## config.mk

```make
export PLATFORM = sky130hd
export DESIGN_NAME = am4_qbus_slave_flat
export DESIGN_NICKNAME = d
export VERILOG_FILES = /design/src/rtl/am4_qbus_slave_pkg.sv /design/src/rtl/am4_qbus_slave_if.sv /design/src/rtl/am4_qbus_slave_sync2.sv /design/src/rtl/am4_qbus_slave.sv /design/src/flat_wrapper.sv
export SDC_FILE = /design/constraint.sdc
export NUM_CORES = 1
export LEC_CHECK = 0
export ABC_AREA = 0
export BUFFER_PORTS_ARGS = -buffer_cell sky130_fd_sc_hd__clkbuf_2
export CAP_MARGIN = 20
export CORE_MARGIN = 10
export CORE_UTILIZATION = 47
export CTS_CLUSTER_DIAMETER = 120
export DETAILED_ROUTE_END_ITERATION = 16
export PLACE_DENSITY = 0.75
export SYNTH_ARGS = -nofsm -noshare
export SYNTH_HDL_FRONTEND = slang
export SYNTH_SLANG_ARGS = --single-unit
export TNS_END_PERCENT = 100
```

## constraint.sdc

```tcl
create_clock -name pin_clk -period 1.9 [get_ports pin_clk]
set_clock_uncertainty 0.05 [all_clocks]
set_input_delay 0.19 -clock pin_clk [delete_from_list [all_inputs] [get_ports pin_clk]]
set_output_delay 0.19 -clock pin_clk [all_outputs]
set_load 0.005 [all_outputs]
```

## src/rtl/am4_qbus_slave_pkg.sv

```systemverilog
`default_nettype none
// +----------------------------------------------------------------------+
// | am4_qbus_slave_pkg                                                   |
// | State encodings, Qbus cycle types and byte-enable helper.            |
// | Rev 1.0                                                              |
// +----------------------------------------------------------------------+
package am4_qbus_slave_pkg;

  typedef enum logic [2:0] {
    ST_IDLE    = 3'd0,
    ST_SEL     = 3'd1,
    ST_RD_REQ  = 3'd2,
    ST_RD_RPLY = 3'd3,
    ST_WR_REQ  = 3'd4,
    ST_WR_RPLY = 3'd5,
    ST_SKIP    = 3'd6
  } state_t;

  localparam logic [1:0] C_CYC_DATI  = 2'd0;
  localparam logic [1:0] C_CYC_DATO  = 2'd1;
  localparam logic [1:0] C_CYC_DATIO = 2'd2;

  // Byte writes select the lane from address bit 0; word writes use both.
  function automatic logic [1:0] byte_en(input logic wtbt, input logic a0);
    if (!wtbt)
      return 2'b11;
    return a0 ? 2'b10 : 2'b01;
  endfunction

endpackage
`default_nettype wire

```

## src/rtl/am4_qbus_slave_if.sv

```systemverilog
`default_nettype none
// +----------------------------------------------------------------------+
// | am4_qbus_slave_if                                                    |
// | Qbus pin group plus local register bus, with master/slave views.     |
// | Rev 1.0                                                              |
// +----------------------------------------------------------------------+
interface am4_qbus_slave_if #(
  parameter int ADDR_BITS = 5
);
  logic                 pin_init;
  logic                 pin_sync;
  logic                 pin_din;
  logic                 pin_dout;
  logic                 pin_wtbt;
  logic                 pin_bs7;
  logic [15:0]          pin_ad_in;
  logic [15:0]          pin_ad_out;
  logic                 pin_ad_ena;
  logic                 pin_rply;
  logic                 loc_req;
  logic                 loc_wr;
  logic [1:0]           loc_be;
  logic [ADDR_BITS-2:0] loc_addr;
  logic [15:0]          loc_wdata;
  logic [15:0]          loc_rdata;
  logic                 loc_ack;

  modport slave (
    input  pin_init, pin_sync, pin_din, pin_dout, pin_wtbt, pin_bs7, pin_ad_in,
    output pin_ad_out, pin_ad_ena, pin_rply,
    output loc_req, loc_wr, loc_be, loc_addr, loc_wdata,
    input  loc_rdata, loc_ack
  );

  modport master (
    output pin_init, pin_sync, pin_din, pin_dout, pin_wtbt, pin_bs7, pin_ad_in,
    input  pin_ad_out, pin_ad_ena, pin_rply,
    input  loc_req, loc_wr, loc_be, loc_addr, loc_wdata,
    output loc_rdata, loc_ack
  );
endinterface
`default_nettype wire

```

## src/rtl/am4_qbus_slave_sync2.sv

```systemverilog
`default_nettype none
// +----------------------------------------------------------------------+
// | am4_sync2                                                            |
// | Parameterised-width 2-flop synchronizer, both stages visible.        |
// | Rev 1.0                                                              |
// +----------------------------------------------------------------------+
module am4_sync2 #(
  parameter int WIDTH = 1
) (
  input  wire logic             clk,
  input  wire logic             rst_n,
  input  wire logic [WIDTH-1:0] i_d,
  output logic      [WIDTH-1:0] o_q1,
  output logic      [WIDTH-1:0] o_q2
);
  logic [WIDTH-1:0] r_q1;
  logic [WIDTH-1:0] r_q2;

  always_ff @(posedge clk) begin
    if (!rst_n) begin
      r_q1 <= '0;
      r_q2 <= '0;
    end else begin
      r_q1 <= i_d;
      r_q2 <= r_q1;
    end
  end

  assign o_q1 = r_q1;
  assign o_q2 = r_q2;
endmodule
`default_nettype wire

```

## src/rtl/am4_qbus_slave.sv

```systemverilog
`default_nettype none
// +----------------------------------------------------------------------+
// | am4_qbus_slave                                                       |
// | Qbus target port bridging DATI/DATO(B)/DATIO(B) to a req/ack bus.    |
// | Rev 1.0                                                              |
// +----------------------------------------------------------------------+
module am4_qbus_slave
  import am4_qbus_slave_pkg::*;
#(
  parameter logic [15:0] BASE_ADDR = 16'o177000,
  parameter int          ADDR_BITS = 5,
  parameter bit          IOPAGE    = 1'b1,
  parameter int          LOC_TMO   = 15
) (
  input wire logic         pin_clk,
  input wire logic         pin_dclo_n,
  am4_qbus_slave_if.slave  bus
);
  logic [3:0]           w_s1;
  logic [3:0]           w_s2;
  logic                 w_init_s2, w_sync_s2, w_din_s2, w_dout_s2;
  logic                 w_addr_phase, w_sel;

  state_t               r_state;
  logic [15:0]          r_addr;
  logic                 r_bs7;
  logic [7:0]           r_tmo;
  logic [15:0]          r_ad_out;
  logic                 r_ad_ena, r_rply, r_loc_req, r_loc_wr;
  logic [1:0]           r_loc_be;
  logic [ADDR_BITS-2:0] r_loc_addr;
  logic [15:0]          r_loc_wdata;

  am4_sync2 #(.WIDTH(4)) u_sync (
    .clk   (pin_clk),
    .rst_n (pin_dclo_n),
    .i_d   ({bus.pin_init, bus.pin_sync, bus.pin_din, bus.pin_dout}),
    .o_q1  (w_s1),
    .o_q2  (w_s2)
  );

  assign w_init_s2 = w_s2[3];
  assign w_sync_s2 = w_s2[2];
  assign w_din_s2  = w_s2[1];
  assign w_dout_s2 = w_s2[0];

  // AD carries the address only while SYNC is up alone, ahead of any strobe.
  assign w_addr_phase = (w_s1 == 4'b0100) && !w_sync_s2;
  assign w_sel = (r_addr[15:ADDR_BITS] == BASE_ADDR[15:ADDR_BITS]) && (r_bs7 || !IOPAGE);

  always_ff @(posedge pin_clk) begin
    if (!pin_dclo_n || w_init_s2) begin
      r_state     <= ST_IDLE;
      r_addr      <= '0;
      r_bs7       <= 1'b0;
      r_tmo       <= '0;
      r_ad_out    <= '0;
      r_ad_ena    <= 1'b0;
      r_rply      <= 1'b0;
      r_loc_req   <= 1'b0;
      r_loc_wr    <= 1'b0;
      r_loc_be    <= '0;
      r_loc_addr  <= '0;
      r_loc_wdata <= '0;
    end else if (!w_sync_s2 && r_state != ST_IDLE &&
                 r_state != ST_RD_RPLY && r_state != ST_WR_RPLY) begin
      r_state     <= ST_IDLE;
      r_ad_out    <= '0;
      r_ad_ena    <= 1'b0;
      r_rply      <= 1'b0;
      r_loc_req   <= 1'b0;
      r_loc_wr    <= 1'b0;
      r_loc_be    <= '0;
      r_loc_addr  <= '0;
      r_loc_wdata <= '0;
    end else begin
      if (r_state == ST_IDLE && w_addr_phase) begin
        r_addr <= bus.pin_ad_in;
        r_bs7  <= bus.pin_bs7;
      end
      case (r_state)
        ST_IDLE: begin
          if (w_sync_s2) begin
            if (w_sel) begin
              r_state    <= ST_SEL;
              r_loc_addr <= r_addr[ADDR_BITS-1:1];
            end else begin
              r_state <= ST_SKIP;
            end
          end
        end
        ST_SEL: begin
          if (w_din_s2) begin
            r_state   <= ST_RD_REQ;
            r_loc_req <= 1'b1;
            r_loc_wr  <= 1'b0;
            r_loc_be  <= 2'b11;
            r_tmo     <= 8'(LOC_TMO);
          end else if (w_dout_s2) begin
            r_state     <= ST_WR_REQ;
            r_loc_req   <= 1'b1;
            r_loc_wr    <= 1'b1;
            r_loc_be    <= byte_en(bus.pin_wtbt, r_addr[0]);
            r_loc_wdata <= bus.pin_ad_in;
            r_tmo       <= 8'(LOC_TMO);
          end
        end
        ST_RD_REQ, ST_WR_REQ: begin
          if (bus.loc_ack) begin
            r_loc_req <= 1'b0;
            r_rply    <= 1'b1;
            if (r_state == ST_RD_REQ) begin
              r_state  <= ST_RD_RPLY;
              r_ad_out <= bus.loc_rdata;
              r_ad_ena <= 1'b1;
            end else begin
              r_state <= ST_WR_RPLY;
            end
          end else if (r_tmo <= 8'd1) begin
            // No RPLY: the master's own bus timeout takes over.
            r_state   <= ST_SKIP;
            r_loc_req <= 1'b0;
            r_loc_wr  <= 1'b0;
            r_loc_be  <= '0;
          end else begin
            r_tmo <= r_tmo - 8'd1;
          end
        end
        ST_RD_RPLY: begin
          if (!w_din_s2) begin
            r_state  <= ST_SEL;
            r_rply   <= 1'b0;
            r_ad_ena <= 1'b0;
            r_ad_out <= '0;
          end
        end
        ST_WR_RPLY: begin
          if (!w_dout_s2) begin
            r_state <= ST_SEL;
            r_rply  <= 1'b0;
          end
        end
        default: ;
      endcase
    end
  end

  assign bus.pin_ad_out = r_ad_out;
  assign bus.pin_ad_ena = r_ad_ena;
  assign bus.pin_rply   = r_rply;
  assign bus.loc_req    = r_loc_req;
  assign bus.loc_wr     = r_loc_wr;
  assign bus.loc_be     = r_loc_be;
  assign bus.loc_addr   = r_loc_addr;
  assign bus.loc_wdata  = r_loc_wdata;
endmodule
`default_nettype wire

```

## src/flat_wrapper.sv

```systemverilog
// flat-port wrapper written by rule: the top's interface ports become plain ports
module am4_qbus_slave_flat import am4_qbus_slave_pkg::*;
#(
  parameter logic [15:0] BASE_ADDR = 16'o177000,
  parameter int          ADDR_BITS = 5,
  parameter bit          IOPAGE    = 1'b1,
  parameter int          LOC_TMO   = 15
)
  (pin_clk, pin_dclo_n, bus_pin_init, bus_pin_sync, bus_pin_din, bus_pin_dout, bus_pin_wtbt, bus_pin_bs7, bus_pin_ad_in, bus_pin_ad_out, bus_pin_ad_ena, bus_pin_rply, bus_loc_req, bus_loc_wr, bus_loc_be, bus_loc_addr, bus_loc_wdata, bus_loc_rdata, bus_loc_ack);
  am4_qbus_slave_if #(.ADDR_BITS(ADDR_BITS)) bus_i ();
  input wire logic pin_clk;
  input wire logic pin_dclo_n;
  input wire logic [$bits(bus_i.pin_init)-1:0] bus_pin_init;
  input wire logic [$bits(bus_i.pin_sync)-1:0] bus_pin_sync;
  input wire logic [$bits(bus_i.pin_din)-1:0] bus_pin_din;
  input wire logic [$bits(bus_i.pin_dout)-1:0] bus_pin_dout;
  input wire logic [$bits(bus_i.pin_wtbt)-1:0] bus_pin_wtbt;
  input wire logic [$bits(bus_i.pin_bs7)-1:0] bus_pin_bs7;
  input wire logic [$bits(bus_i.pin_ad_in)-1:0] bus_pin_ad_in;
  output wire logic [$bits(bus_i.pin_ad_out)-1:0] bus_pin_ad_out;
  output wire logic [$bits(bus_i.pin_ad_ena)-1:0] bus_pin_ad_ena;
  output wire logic [$bits(bus_i.pin_rply)-1:0] bus_pin_rply;
  output wire logic [$bits(bus_i.loc_req)-1:0] bus_loc_req;
  output wire logic [$bits(bus_i.loc_wr)-1:0] bus_loc_wr;
  output wire logic [$bits(bus_i.loc_be)-1:0] bus_loc_be;
  output wire logic [$bits(bus_i.loc_addr)-1:0] bus_loc_addr;
  output wire logic [$bits(bus_i.loc_wdata)-1:0] bus_loc_wdata;
  input wire logic [$bits(bus_i.loc_rdata)-1:0] bus_loc_rdata;
  input wire logic [$bits(bus_i.loc_ack)-1:0] bus_loc_ack;
  assign bus_i.pin_init = bus_pin_init;
  assign bus_i.pin_sync = bus_pin_sync;
  assign bus_i.pin_din = bus_pin_din;
  assign bus_i.pin_dout = bus_pin_dout;
  assign bus_i.pin_wtbt = bus_pin_wtbt;
  assign bus_i.pin_bs7 = bus_pin_bs7;
  assign bus_i.pin_ad_in = bus_pin_ad_in;
  assign bus_pin_ad_out = bus_i.pin_ad_out;
  assign bus_pin_ad_ena = bus_i.pin_ad_ena;
  assign bus_pin_rply = bus_i.pin_rply;
  assign bus_loc_req = bus_i.loc_req;
  assign bus_loc_wr = bus_i.loc_wr;
  assign bus_loc_be = bus_i.loc_be;
  assign bus_loc_addr = bus_i.loc_addr;
  assign bus_loc_wdata = bus_i.loc_wdata;
  assign bus_i.loc_rdata = bus_loc_rdata;
  assign bus_i.loc_ack = bus_loc_ack;
  am4_qbus_slave #(.BASE_ADDR(BASE_ADDR), .ADDR_BITS(ADDR_BITS), .IOPAGE(IOPAGE), .LOC_TMO(LOC_TMO)) u_core (.pin_clk(pin_clk), .pin_dclo_n(pin_dclo_n), .bus(bus_i));
endmodule
```

==> metrics list, run 1 <==
* Final antenna diode count: 0
- Clock insertion delay at the later pin of the skew report: 0.35 ns
- Setup repair after global routing missed its margin: yes
- Routability-driven placement finished with a final weighted congestion of 0.890.
- Ranked by total cell area, the synthesized netlist is headed by sky130_fd_sc_hd__dfxtp_1, sky130_fd_sc_hd__mux2i_1, sky130_fd_sc_hd__nor2_1.
- The cell area that synthesis handed to floorplanning was 3150 sq um.
- Setup violations remaining at the end of the flow were counted as 11.
- The checks that failed: negative setup slack.
- WL final: 8100 microns
- Number of vias per cell: 5.37
- Overflow left after global routing: 0
- Worst setup slack for register-to-register paths: -0.19 ns
- The number of cells on the worst reg-to-reg path is 5.
- Normalized max-slew margin: 46.0%
* Leakage: 1.87 nW
- Following the worst setup path forward leads to its endpoint at u_core.r_state[1].
- TritonCTS built the clock tree.
- Cell count after synthesis: 357
- Buffers placed on the I/O ports in this run total 82.
* Share of layout cells above drive strength 1: 31.4%
- Vertical extent of the die: 102 microns
- Largest voltage drop on the vdd net: 583 uV
* Core Area: 6420 sq um
- I/O pin cnt: 83
* Sequential fraction of the synthesis area: 49.6%
- Entering global routing, the biggest net connects 36 pins.
- Setup slack after layout: -0.189 ns
- Hold timing on the final database bottoms out at a slack of 0.00892 ns.
- The floorplan step defined a die boundary enclosing 10400 sq um.
- Startpoint class of the critical path: flop
- Slew @ Worst Pin: 0.810 ns
* Outcome: finished with violations
- Of all flip-flops after synthesis, the portion carrying an async set or reset was 0%.
* Data arrival time of the critical path: 2.28 ns
- Layout net count: 510
- The library cells used most frequently in the layout, excluding fill and tap cells, are sky130_fd_sc_hd__clkbuf_2, sky130_fd_sc_hd__dfxtp_1, sky130_fd_sc_hd__nor2_1, sky130_fd_sc_hd__nand2_1.
- The synthesized design spends more area on one cell type than any other, namely sky130_fd_sc_hd__dfxtp_1.
* Yosys cell types: 43
- The library cell used most frequently in the layout, excluding fill and tap cells, is sky130_fd_sc_hd__clkbuf_2.
* Area share of the largest cell type after synthesis: 49.6%
- Highest achievable clock rate: 479 MHz
- Timing analysis after detailed placement gives a worst setup slack of -0.172 ns.
- Maximum root-to-sink buffer count: 2
* Max-cap violations: 0
* Signed area change from the synthesized netlist to the final layout: 31.8%
* Final Max Slew Viols: 0
- Total routing resource utilization after global routing: 15.6%
* Largest fanout on the critical path: 5
- Before antenna repair, the detailed router went through 4 iterations.
- Site row count: 29
* DRC viols: 0
- Clock tree synthesis inserted a total of 9 buffers.
* Most instantiated flip-flop cell in the synthesis netlist: sky130_fd_sc_hd__dfxtp_1
* Drt wl/cell: 14.8 microns
* Startpoint of the lowest-slack register-to-register path: u_core.r_tmo[5]
- The critical path is of the reg -> reg type.
- First-pass GRT wire length: 13200 microns
- Clk sinks: 78
- The floorplan step set the die width to 102 microns.
* Clock Root Buffer: sky130_fd_sc_hd__clkbuf_8
- The initial antenna violation count is 0.
- Across all layers, the routed design uses 2946 vias.
* First element of the critical path: u_core.r_tmo[5]
* Initial core utilization: 49.0%
- Synthesis inferred 78 register bits.
- Maximum level of the CTS H-tree: 3
- Final HPWL from detailed placement: 6050 microns
* Vias in the first global route: 2819
- The final critical path takes up 110% of the cycle.
- Clock slew at the register clock pins of the worst setup and hold paths: 0.09 ns
- The hold violation total from the final report came to 0.
- At the worst endpoint, the required time is 2.09 ns.
- Counting every net in the synthesized netlist gives 400.
- The worst hold path belongs to the class in -> reg.
- The count of nets left with antenna violations once routing finished came out at 0.
- During synthesis, Yosys emitted a total of 0 warnings.
* Number of enable flip-flop cells after synthesis: 0
- Dividing the synthesized area by the synthesized cell count gives 8.81 sq um.
- STA classifies the critical path endpoint as a flop.
* Crit path time final: 2.09 ns
- Power Density: 1110 nW/um^2
* Starting DRT DRC Count: 143
- Crit Reg-Reg Endpoint: u_core.r_state[1]
[critical path, stage by stage (launching register included)]
cell and delay (ns):
sky130_fd_sc_hd__dfxtp_2 0.32, sky130_fd_sc_hd__or4_4 0.53, sky130_fd_sc_hd__or4_4 0.45, sky130_fd_sc_hd__a211oi_4 0.32, sky130_fd_sc_hd__mux2i_1 0.26, sky130_fd_sc_hd__nor2_1 0.05
[per-layer routing]
layer | up-vias | track usage, % | share of wire, %
met5 | - | 0 | 0
met3 | 12 | 5.40 | 8.8
met4 | 0 | 6.07 | 1.7
met1 | 1361 | 19.3 | 44
li1 | 1477 | - | -
met2 | 96 | 24.4 | 45
[final cells by class]
class,count,area [sq um]
multi-input combinational,252,1550
inverter,7,26.3
clock buffer,10,128
tap,77,96.3
sequential,78,1560
clock inverter,6,68.8
fill,537,2270
timing repair buffer,119,721
[flip-flops by register name, summed over array words and instances (netlist names)]
signal,cells
u_core.bus.pin_ad_ena,1
u_core.u_sync.o_q1,4
u_core.bus.loc_addr,4
u_core.r_tmo,8
u_core.bus.loc_req,1
u_core.u_sync.o_q2,4
u_core.r_addr,16
u_core.r_state,3
u_core.bus.loc_be,2
u_core.bus.loc_wdata,16
u_core.bus.pin_ad_out,16
u_core.bus.loc_wr,1
u_core.r_bs7,1
u_core.bus.pin_rply,1
[cells by family (layout without fill, tap and decap cells)]
family          after synthesis  after routing  share of synthesized area (%)
fa+ha+maj                     2              2                          0.795
flops                        78             78                           49.6
compound gates               81             81                           16.9
mux                          25             25                           7.95
simple gates                144            144                           21.4
buf+inv                      27            142                           3.30
[repair_timing]
action	4_1_cts	5_1_grt
pin swaps	3	1
setup buffers	0	0
gates resized for setup	5	6
endpoints found under the hold margin	3	0
hold buffers	3	0
endpoints found under the setup margin	25	33
[synthesized netlist by cell type, types with 2 or more instances]
cell / number
sky130_fd_sc_hd__buf_2: 2
sky130_fd_sc_hd__a31oi_1: 2
sky130_fd_sc_hd__nor4_1: 3
sky130_fd_sc_hd__or4_4: 2
sky130_fd_sc_hd__a21oi_1: 33
sky130_fd_sc_hd__a22o_1: 2
sky130_fd_sc_hd__nor3_1: 8
sky130_fd_sc_hd__nor2_1: 57
sky130_fd_sc_hd__mux2i_1: 25
sky130_fd_sc_hd__a21o_1: 2
sky130_fd_sc_hd__nand2_1: 41
sky130_fd_sc_hd__o31ai_1: 2
sky130_fd_sc_hd__clkbuf_1: 18
sky130_fd_sc_hd__nand2b_1: 7
sky130_fd_sc_hd__dfxtp_1: 78
sky130_fd_sc_hd__o41ai_1: 3
sky130_fd_sc_hd__o21ai_1: 2
sky130_fd_sc_hd__nand3_1: 3
sky130_fd_sc_hd__ha_1: 2
sky130_fd_sc_hd__o21ai_0: 6
sky130_fd_sc_hd__or4_1: 4
sky130_fd_sc_hd__and2_1: 10
sky130_fd_sc_hd__inv_1: 7
sky130_fd_sc_hd__a22oi_1: 17
sky130_fd_sc_hd__a211oi_1: 3
[stage by stage]
step	cells	instance area, sq um	util, %	power (W)	setup TNS [ns]
finish	549	4150	64.6	0.00458	-0.779
global route	549	4150	64.6	0.00485	-1.67
detailed placement	530	3880	60.4	0.00327	-1.24
global placement	530	3880	60.4	0.00324	-1.07
CTS	549	4130	64.2	0.00457	-1.13
floorplan	357	3160	-	0.00270	-0.401
[report_power, final]
group          total [W]  internal, W  switching, W
clock            0.00125     0.000617      0.000634
sequential       0.00181      0.00174     0.0000776
combinational    0.00152     0.000697      0.000822
[worst min path at each step]
stage	startpoint	endpoint	slack (ns)	cells after the start
6_report	bus_pin_din	u_core.u_sync.o_q1[1]	0.009	2
5_1_grt	bus_pin_din	u_core.u_sync.o_q1[1]	0.0008	2
4_1_cts	bus_pin_din	u_core.u_sync.o_q1[1]	0.001	2
3_5_place_dp	bus_pin_din	u_core.u_sync.o_q1[1]	0.35	2
3_3_place_gp	bus_pin_din	u_core.u_sync.o_q1[1]	0.35	2
2_1_floorplan	pin_dclo_n	u_core.u_sync.o_q1[0]	0.26	1
Power figures use the tool's default switching activity.
==> inputs of run 2 (changes only) <==
PLACE_DENSITY = 0.77   (was 0.75)
==> metrics list, run 2 (synthesis gave the netlist of run 1 again) <==
- The depth of the CTS H-tree is 3 (unchanged).
- The clock edge transition at the registers on the reported setup and hold paths is 0.07 ns (-0.02 ns).
- The max-slew violation count is 0 (unchanged).
- The TritonCTS buffer count came to 9 (unchanged).
- The initial detailed-routing violation count came to 149 (+4.2%).
- The normalized max-slew margin came to 48.1% (+2.1 points).
- Placed cells: 527 (-0.57%)
- Number of antenna violations at the first check in global routing: 0 (unchanged)
- The post-route standard cell area excluding fillers came to 4210 sq um (+1.6%).
- Leakage: 1.89 nW (+1.2%)
* Drt wl/cell: 14.9 microns (+0.94%)
- Final hold violation count: 0 (unchanged)
- The endpoint arrival time on the critical path came to 2.22 ns (-0.06 ns).
* Clock tree from TritonCTS: built
- Setup-violating endpoint count in the final report: 13 (+2)
- Maximum root-to-sink buffer count: 2 (unchanged)
- Final antenna diode count: 0 (unchanged)
- Crit path time final: 2.03 ns (-0.0576 ns)
* Largest fanout on the critical path: 5 (unchanged)
- Most common library cell in the layout ignoring fill and taps: sky130_fd_sc_hd__clkbuf_2
- The number of filler cells placed in the layout was 536 (-0.19%).
- From synthesis to final layout, the design area changed by 33.9%.
- Maximum number of pins on one net before global-route repair: 32 (-11%)
- The total half-perimeter wirelength after legalization and detailed placement came to 6130 microns (+1.4%).
- The power per cell area is 1090 nW/um^2 (-1.7%).
- STA classifies the critical path endpoint as a flop.
- The global placement routability congestion came to 0.908 (+2.0%).
- The share of layout cells above drive strength 1 was 33.8% (+2.4 points).
- The chip width is 102 microns (unchanged).
- Hold crit path type: in -> reg
* Max-cap violations: 0 (unchanged)
- By instance count, the cell type seen most on the critical path is sky130_fd_sc_hd__or4_4.
- Die ar.: 10400 sq um (unchanged)
- Commonest non-fill, non-tap cells in the layout: sky130_fd_sc_hd__clkbuf_2, sky130_fd_sc_hd__dfxtp_1, sky130_fd_sc_hd__nor2_1, sky130_fd_sc_hd__nand2_1, sky130_fd_sc_hd__buf_4
* Classification of the worst setup path: reg -> reg
* Detail Route met2 WL: 3880 microns (+6.5%)
* Non-filler instance count after layout: 551 (+0.36%)
- The count of vias placed by the detailed router is 2949 (+0.10%).
- The minimum setup slack in the final design came to -0.132 ns (+0.0576 ns).
- The total iterations of the first detailed-routing run is 4 (unchanged).
- Worst-path cell with the longest stage delay: sky130_fd_sc_hd__or4_4
- The final period utilization was 107% (-3.0 points).
- The worst slack on hold paths is 0.0290 ns (+0.0200 ns).
- Input/output buffers: 82 (unchanged)
- The core box area came to 6420 sq um (unchanged).
* WP buf/inv: 0 (unchanged)
* Overflow left after global routing: 0 (unchanged)
* Highest achievable clock rate: 492 MHz (+2.8%)
* Number of vias per cell: 5.35 (-0.26%)
* Worst setup slack for register-to-register paths: -0.13 ns (+0.06 ns)
* Slew @ Worst Pin: 0.778 ns (-0.0319 ns)
- Failing checks: negative setup slack
* Setup repair after global routing missed its margin: yes
- Total routing resource utilization after global routing: 15.8% (+0.28 points)
- Walking the worst path, the cells encountered are or4_4, or4_4, a211oi_4, mux2i_1, nor2_1.
- Outcome: finished with violations
- In this run the clock root is driven by a sky130_fd_sc_hd__clkbuf_8.
- Clk sinks: 78 (unchanged)
- Setup total negative slack: -0.637 ns (+0.142 ns)
- The total detailed-routing wirelength is 8210 microns (+1.3%).
- Site row count: 29 (unchanged)
* Wire length on met1: 3480 microns (-3.6%)
* Vias in the first global route: 2806 (-0.46%)
- Worst EP required: 2.09 ns (about the same)
* Layout net count: 513 (+0.59%)
- The detailed router used layers up to and including met4.
- Crit-path max cell delay: 0.52 ns (about the same)
- Largest voltage drop on the vdd net: 740 uV (+27%)
- Number of routed nets with antenna violations: 0 (unchanged)
* I/O pin cnt: 83 (unchanged)
* Clock insertion delay at the later pin of the skew report: 0.34 ns (about the same)
* Vertical extent of the die: 102 microns (unchanged)
- Initial core utilization: 49.0% (unchanged)
* Startpoint class of the critical path: flop
- Placed instance area: 3860 sq um (-0.58%)
- Post-route core utilization: 65.6% (+1.0 points)
- Met3 wire len: 721 microns (+1.3%)
- The post-route DRC violation count came to 0 (unchanged).
* First-pass GRT wire length: 13300 microns (+0.36%)
- On the critical path the largest part of the delay comes from simple AND/OR/NAND/NOR gates.
[run 2: changes by cell type in the layout (fill, tap and decap cells not counted), moves of 2 or more]
cell and delta:
sky130_fd_sc_hd__a21oi_1 -4, sky130_fd_sc_hd__a21oi_2 +4, sky130_fd_sc_hd__dfxtp_1 -2, sky130_fd_sc_hd__dfxtp_2 +2, sky130_fd_sc_hd__inv_6 -2, sky130_fd_sc_hd__nor2_1 -2, sky130_fd_sc_hd__nor2_2 +2, sky130_fd_sc_hd__o21ai_0 -2
[run 2: what timing repair did]
item                                    CTS  global route
gates cloned                              0             0
hold buffers                              4             0
endpoints found under the hold margin     4             0
gates resized for setup                   4            23
endpoints found under the setup margin   13            53
setup buffers                             0             5
pin swaps                                 3            12
[run 2: power breakdown]
group | internal, W | switching (W) | leakage, nW
Clock | 0.000598 | 0.000549 | 0.0931
Sequential | 0.00174 | 0.0000897 | 0.633
Combinational | 0.000733 | 0.000865 | 1.17
Total | 0.00307 | 0.00150 | 1.89
[run 2: worst paths after layout]
check                                               from                  endpoint  cells past startpoint
worst min register to register  u_core.bus.loc_wdata[11]  u_core.bus.loc_wdata[11]                      2
worst min-delay path                    bus_pin_ad_in[2]   u_core.bus.loc_wdata[2]                      3
worst max register to register           u_core.r_tmo[5]         u_core.r_state[1]                      5
worst max-delay path                     u_core.r_tmo[5]         u_core.r_state[1]                      5
[run 2: tightest hold or removal path, stage by stage]
cell	delay [ns]
sky130_fd_sc_hd__clkbuf_2	0.09
sky130_fd_sc_hd__nand2_1	0.05
sky130_fd_sc_hd__a21oi_1	0.05
[run 2: metrics by stage]
| stage | power (W) | worst slack [ns] |
|---|---|---|
| after floorplan | 0.00270 | -0.148 |
| after global placement | 0.00320 | -0.131 |
| after detailed placement | 0.00325 | -0.205 |
| after CTS | 0.00443 | -0.134 |
| after global routing | 0.00483 | -0.222 |
| final | 0.00458 | -0.132 |
[run 2: per-layer routing]
metal | track usage [%] | vias up
li1 | - | 1478
met1 | 18.5 | 1365
met2 | 25.2 | 95
met3 | 6.14 | 11
met4 | 7.27 | 0
met5 | 0 | -
[run 2: area by class of cell]
class                   instances  area, sq um  area share [%]
inverters                       7         26.3           0.624
repair buffers                122          762            18.1
multi-input cells             252         1580            37.6
flip-flops and latches         78         1570            37.1
clock buffers                  11          131            3.12
clock inverters                 4         48.8            1.16
well taps                      77         96.3            2.29
==> inputs of run 3 (changes only) <==
--- a/config.mk
+++ b/config.mk
@@ -11,6 +11,7 @@
 export CORE_MARGIN = 10
-export CORE_UTILIZATION = 47
+export CORE_UTILIZATION = 49
+export CTS_BUF_LIST = sky130_fd_sc_hd__clkbuf_4
 export CTS_CLUSTER_DIAMETER = 120
 export DETAILED_ROUTE_END_ITERATION = 16
-export PLACE_DENSITY = 0.77
+export PLACE_DENSITY = 0.8
 export SYNTH_ARGS = -nofsm -noshare
==> constraint.sdc (replaced) <==
create_clock -name pin_clk -period 1.9 [get_ports pin_clk]
set_clock_uncertainty 0.05 [all_clocks]
set_input_delay 0.57 -clock pin_clk [delete_from_list [all_inputs] [get_ports pin_clk]]
set_output_delay 0.57 -clock pin_clk [all_outputs]
set_load 0.005 [all_outputs]
==> metrics list, run 3 (synthesis gave the netlist of run 1 again) <==
* Number of antenna violations at the first check in global routing: 0 (unchanged)
* Fraction of power spent switching nets: 34.8% (+2.0 points)
- Final clock period utilization by the worst path: 107% (+0.50 points)
* Vertical extent of the die: 100 microns (-1.7%)
- The depth of the CTS H-tree is 3 (unchanged).
- Setup-violating endpoint count in the final report: 8 (-5)
* Weighted congestion reported at the end of routability-driven placement: 0.936 (+3.1%)
* Crit Reg-Reg Endpoint: u_core.r_tmo[4]
* Maximum root-to-sink buffer count: 2 (unchanged)
- The data required time of the critical path is 2.16 ns (+0.07 ns).
* Data arrival time of the critical path: 2.30 ns (+0.08 ns)
* Worst setup slack for register-to-register paths: -0.14 ns (about the same)
* Crit path time final: 2.04 ns (+0.00942 ns)
- The post-detailed-route count of antenna-violating nets was 0 (unchanged).
* Drt wl/cell: 15.1 microns (+1.6%)
- The peak clock frequency supported by timing is 490 MHz (-0.46%).
- The total global routing track utilization came to 16.5% (+0.68 points).
* Leakage: 1.88 nW (-0.68%)
- The total detailed-routing wirelength came to 8370 microns (+1.9%).
- The hold violation total from the final report was 0 (unchanged).
- The post-cts hold buffer count is 0 (-4).
- Max-cap violations: 0 (unchanged)
- Post-place setup slack: -0.184 ns (+0.0206 ns)
- Cell-internal power: 0.00286 W (-7.0%)
- Maximum number of pins on one net before global-route repair: 26 (-19%)
* Hold crit path type: in -> reg
- Normalized max-slew margin: 56.4% (+8.3 points)
- The biggest cell delay along the critical path was 0.51 ns (about the same).
* Clock slew at the register clock pins of the worst setup and hold paths: 0.14 ns (+0.07 ns)
* Commonest non-fill, non-tap cells in the layout: sky130_fd_sc_hd__clkbuf_2, sky130_fd_sc_hd__dfxtp_1, sky130_fd_sc_hd__nor2_1, sky130_fd_sc_hd__nand2_1, sky130_fd_sc_hd__buf_4
- Initial core utilization: 50.1% (+1.1 points)
* Clock tree from TritonCTS: built
- Layout net count: 514 (+0.19%)
- Die Span X: 100 microns (-1.7%)
- Worst-path cell with the longest stage delay: sky130_fd_sc_hd__or4_4
* Site row count: 29 (unchanged)
- Largest fanout on the critical path: 5 (unchanged)
* Classification of the worst setup path: reg -> reg
- The worst setup path is captured at a flop.
* Setup repair after global routing missed its margin: yes
* Capture endpoint of the worst hold path: u_core.u_sync.o_q1[0]
- Vias in the first global route: 3109 (+11%)
- Clock Root Buffer: sky130_fd_sc_hd__clkbuf_4
- Path depth of the worst reg2reg path: 5 (unchanged)
- The worst setup path is launched from a flop.
- The critical path buffer and inverter count was 0 (unchanged).
* Critical path's top delay family: simple AND/OR/NAND/NOR gates
- The cell that appears most often on the critical path is sky130_fd_sc_hd__or4_4.
- The TritonCTS buffer count was 9 (unchanged).
- The reported net switching power is 0.00152 W (+1.5%).
- Final Max Slew Viols: 0 (unchanged)
- The clock latency on the worst-skew pair came to 0.43 ns (+0.09 ns).
- The floorplan die area was 10000 sq um (-3.3%).
- The count of vias placed by the detailed router is 2943 (-0.20%).
- The total negative slack for setup checks came to -0.834 ns (-0.197 ns).
- Failing checks: negative setup slack
- The global-route wire length before repair was 14000 microns (+5.5%).
* Largest voltage drop on the vdd net: 721 uV (-2.6%)
- Setup slack after layout: -0.141 ns (-0.00942 ns)
* Input/output buffers: 82 (unchanged)
* Final HPWL from detailed placement: 6360 microns (+3.6%)
- The final antenna diode count was 0 (unchanged).
- Number of vias per cell: 5.32 (-0.56%)
- Signed area change from the synthesized netlist to the final layout: 31.0%
* Starting DRT DRC Count: 115 (-23%)
- I/O pin cnt: 83 (unchanged)
* Slew @ Worst Pin: 0.652 ns (-0.127 ns)
- The final global-route overflow total came to 0 (unchanged).
* Number of inserted filler cells in the final layout: 515 (-3.9%)
* Outcome: finished with violations
- Power share of the clock group: 23.8% (-1.3 points)
- Hold depth: 2 (-1)
* Min-delay src: bus_pin_dout
* First-pass iteration count of the detailed router: 4 (unchanged)
- Cells along the critical path: or4_4, or4_4, nor2_1, or4_1, a21oi_1
- Clk sinks: 78 (unchanged)
* Core Area: 6280 sq um (-2.3%)
- The post-route standard cell area excluding fillers came to 4120 sq um (-2.2%).
* Startpoint of the lowest-slack register-to-register path: u_core.r_tmo[3]
- The post-route DRC violation count is 0 (unchanged).
* Placed instance area: 3910 sq um (+1.4%)
* Seq pwr share: 41.6% (+1.6 points)
- Share of power burned in combinational logic: 34.5% (-0.4 points)
- Share of layout cells above drive strength 1: 33.0% (-0.77 points)
- Most common library cell in the layout ignoring fill and taps: sky130_fd_sc_hd__clkbuf_2
- The power per cell area is 1060 nW/um^2 (-2.1%).
[run 3: cell count changes in the layout (fill, tap and decap cells not counted), moves of 2 or more]
| cell | before | now |
|---|---|---|
| sky130_fd_sc_hd__dfxtp_2 | 3 | 1 |
| sky130_fd_sc_hd__clkbuf_4 | 0 | 9 |
| sky130_fd_sc_hd__dlygate4sd3_1 | 4 | 0 |
| sky130_fd_sc_hd__a21oi_2 | 5 | 1 |
| sky130_fd_sc_hd__inv_6 | 0 | 2 |
| sky130_fd_sc_hd__buf_4 | 32 | 38 |
| sky130_fd_sc_hd__a21oi_1 | 28 | 32 |
| sky130_fd_sc_hd__clkbuf_1 | 2 | 0 |
| sky130_fd_sc_hd__dfxtp_1 | 75 | 77 |
| sky130_fd_sc_hd__o21ai_0 | 3 | 5 |
| sky130_fd_sc_hd__clkbuf_8 | 9 | 0 |
[run 3: per-stage QoR]
step / power (W) / hold slack, ns / instances / util, %
2_1_floorplan: 0.00270 / 0.371 / 357 / -
3_3_place_gp: 0.00325 / 0.391 / 534 / 62.3
3_5_place_dp: 0.00327 / 0.386 / 534 / 62.3
4_1_cts: 0.00433 / 0.276 / 551 / 65.0
5_1_grt: 0.00463 / 0.280 / 553 / 65.7
6_report: 0.00438 / 0.293 / 553 / 65.7
[run 3: final cells by class]
type                            count  area, sq um  area share [%]
Sequential cell                    78         1560            37.9
Clock inverter                      7         80.1            1.94
Clock buffer                        9         67.6            1.64
Inverter                            7         26.3           0.637
Multi-Input combinational cell    252         1540            37.4
Tap cell                           77         96.3            2.34
Timing Repair Buffer              123          747            18.1
[run 3: power groups by stage]
stage | clock, W | combinational (W) | sequential (W)
final | 0.00104 | 0.00151 | 0.00182
after global routing | 0.00113 | 0.00166 | 0.00184
after CTS | 0.00106 | 0.00145 | 0.00182
after detailed placement | 0 | 0.00141 | 0.00186
after global placement | 0 | 0.00140 | 0.00185
after floorplan | 0 | 0.000871 | 0.00183
[run 3: timing repair]
item / 4_1_cts / 5_1_grt
pin swaps: 2 / 3
buffers inserted: 1 / 2
gates resized for setup: 5 / 7
setup endpoints to repair: 12 / 62
cloned: 0 / 0
[run 3: worst max path at each step]
stage	startpoint	endpoint	slack, ns	depth (start not counted)
CTS	u_core.r_tmo[5]	u_core.r_state[1]	-0.12	5
floorplan	u_core.r_tmo[5]	u_core.r_state[1]	-0.15	5
global placement	u_core.r_tmo[5]	u_core.r_state[1]	-0.14	5
global route	u_core.r_tmo[5]	u_core.r_state[1]	-0.20	5
detailed placement	bus_loc_ack	u_core.r_tmo[4]	-0.18	6
finish	u_core.r_tmo[3]	u_core.r_tmo[4]	-0.14	5
[run 3: metal layers]
metal | vias to the layer above | routed length (microns) | global-route usage [%]
met3 | 14 | 633 | 5.98
met2 | 77 | 3990 | 26.8
li1 | 1483 | - | -
met4 | 0 | 163 | 7.83
met5 | - | 0 | 0
met1 | 1369 | 3580 | 18.9
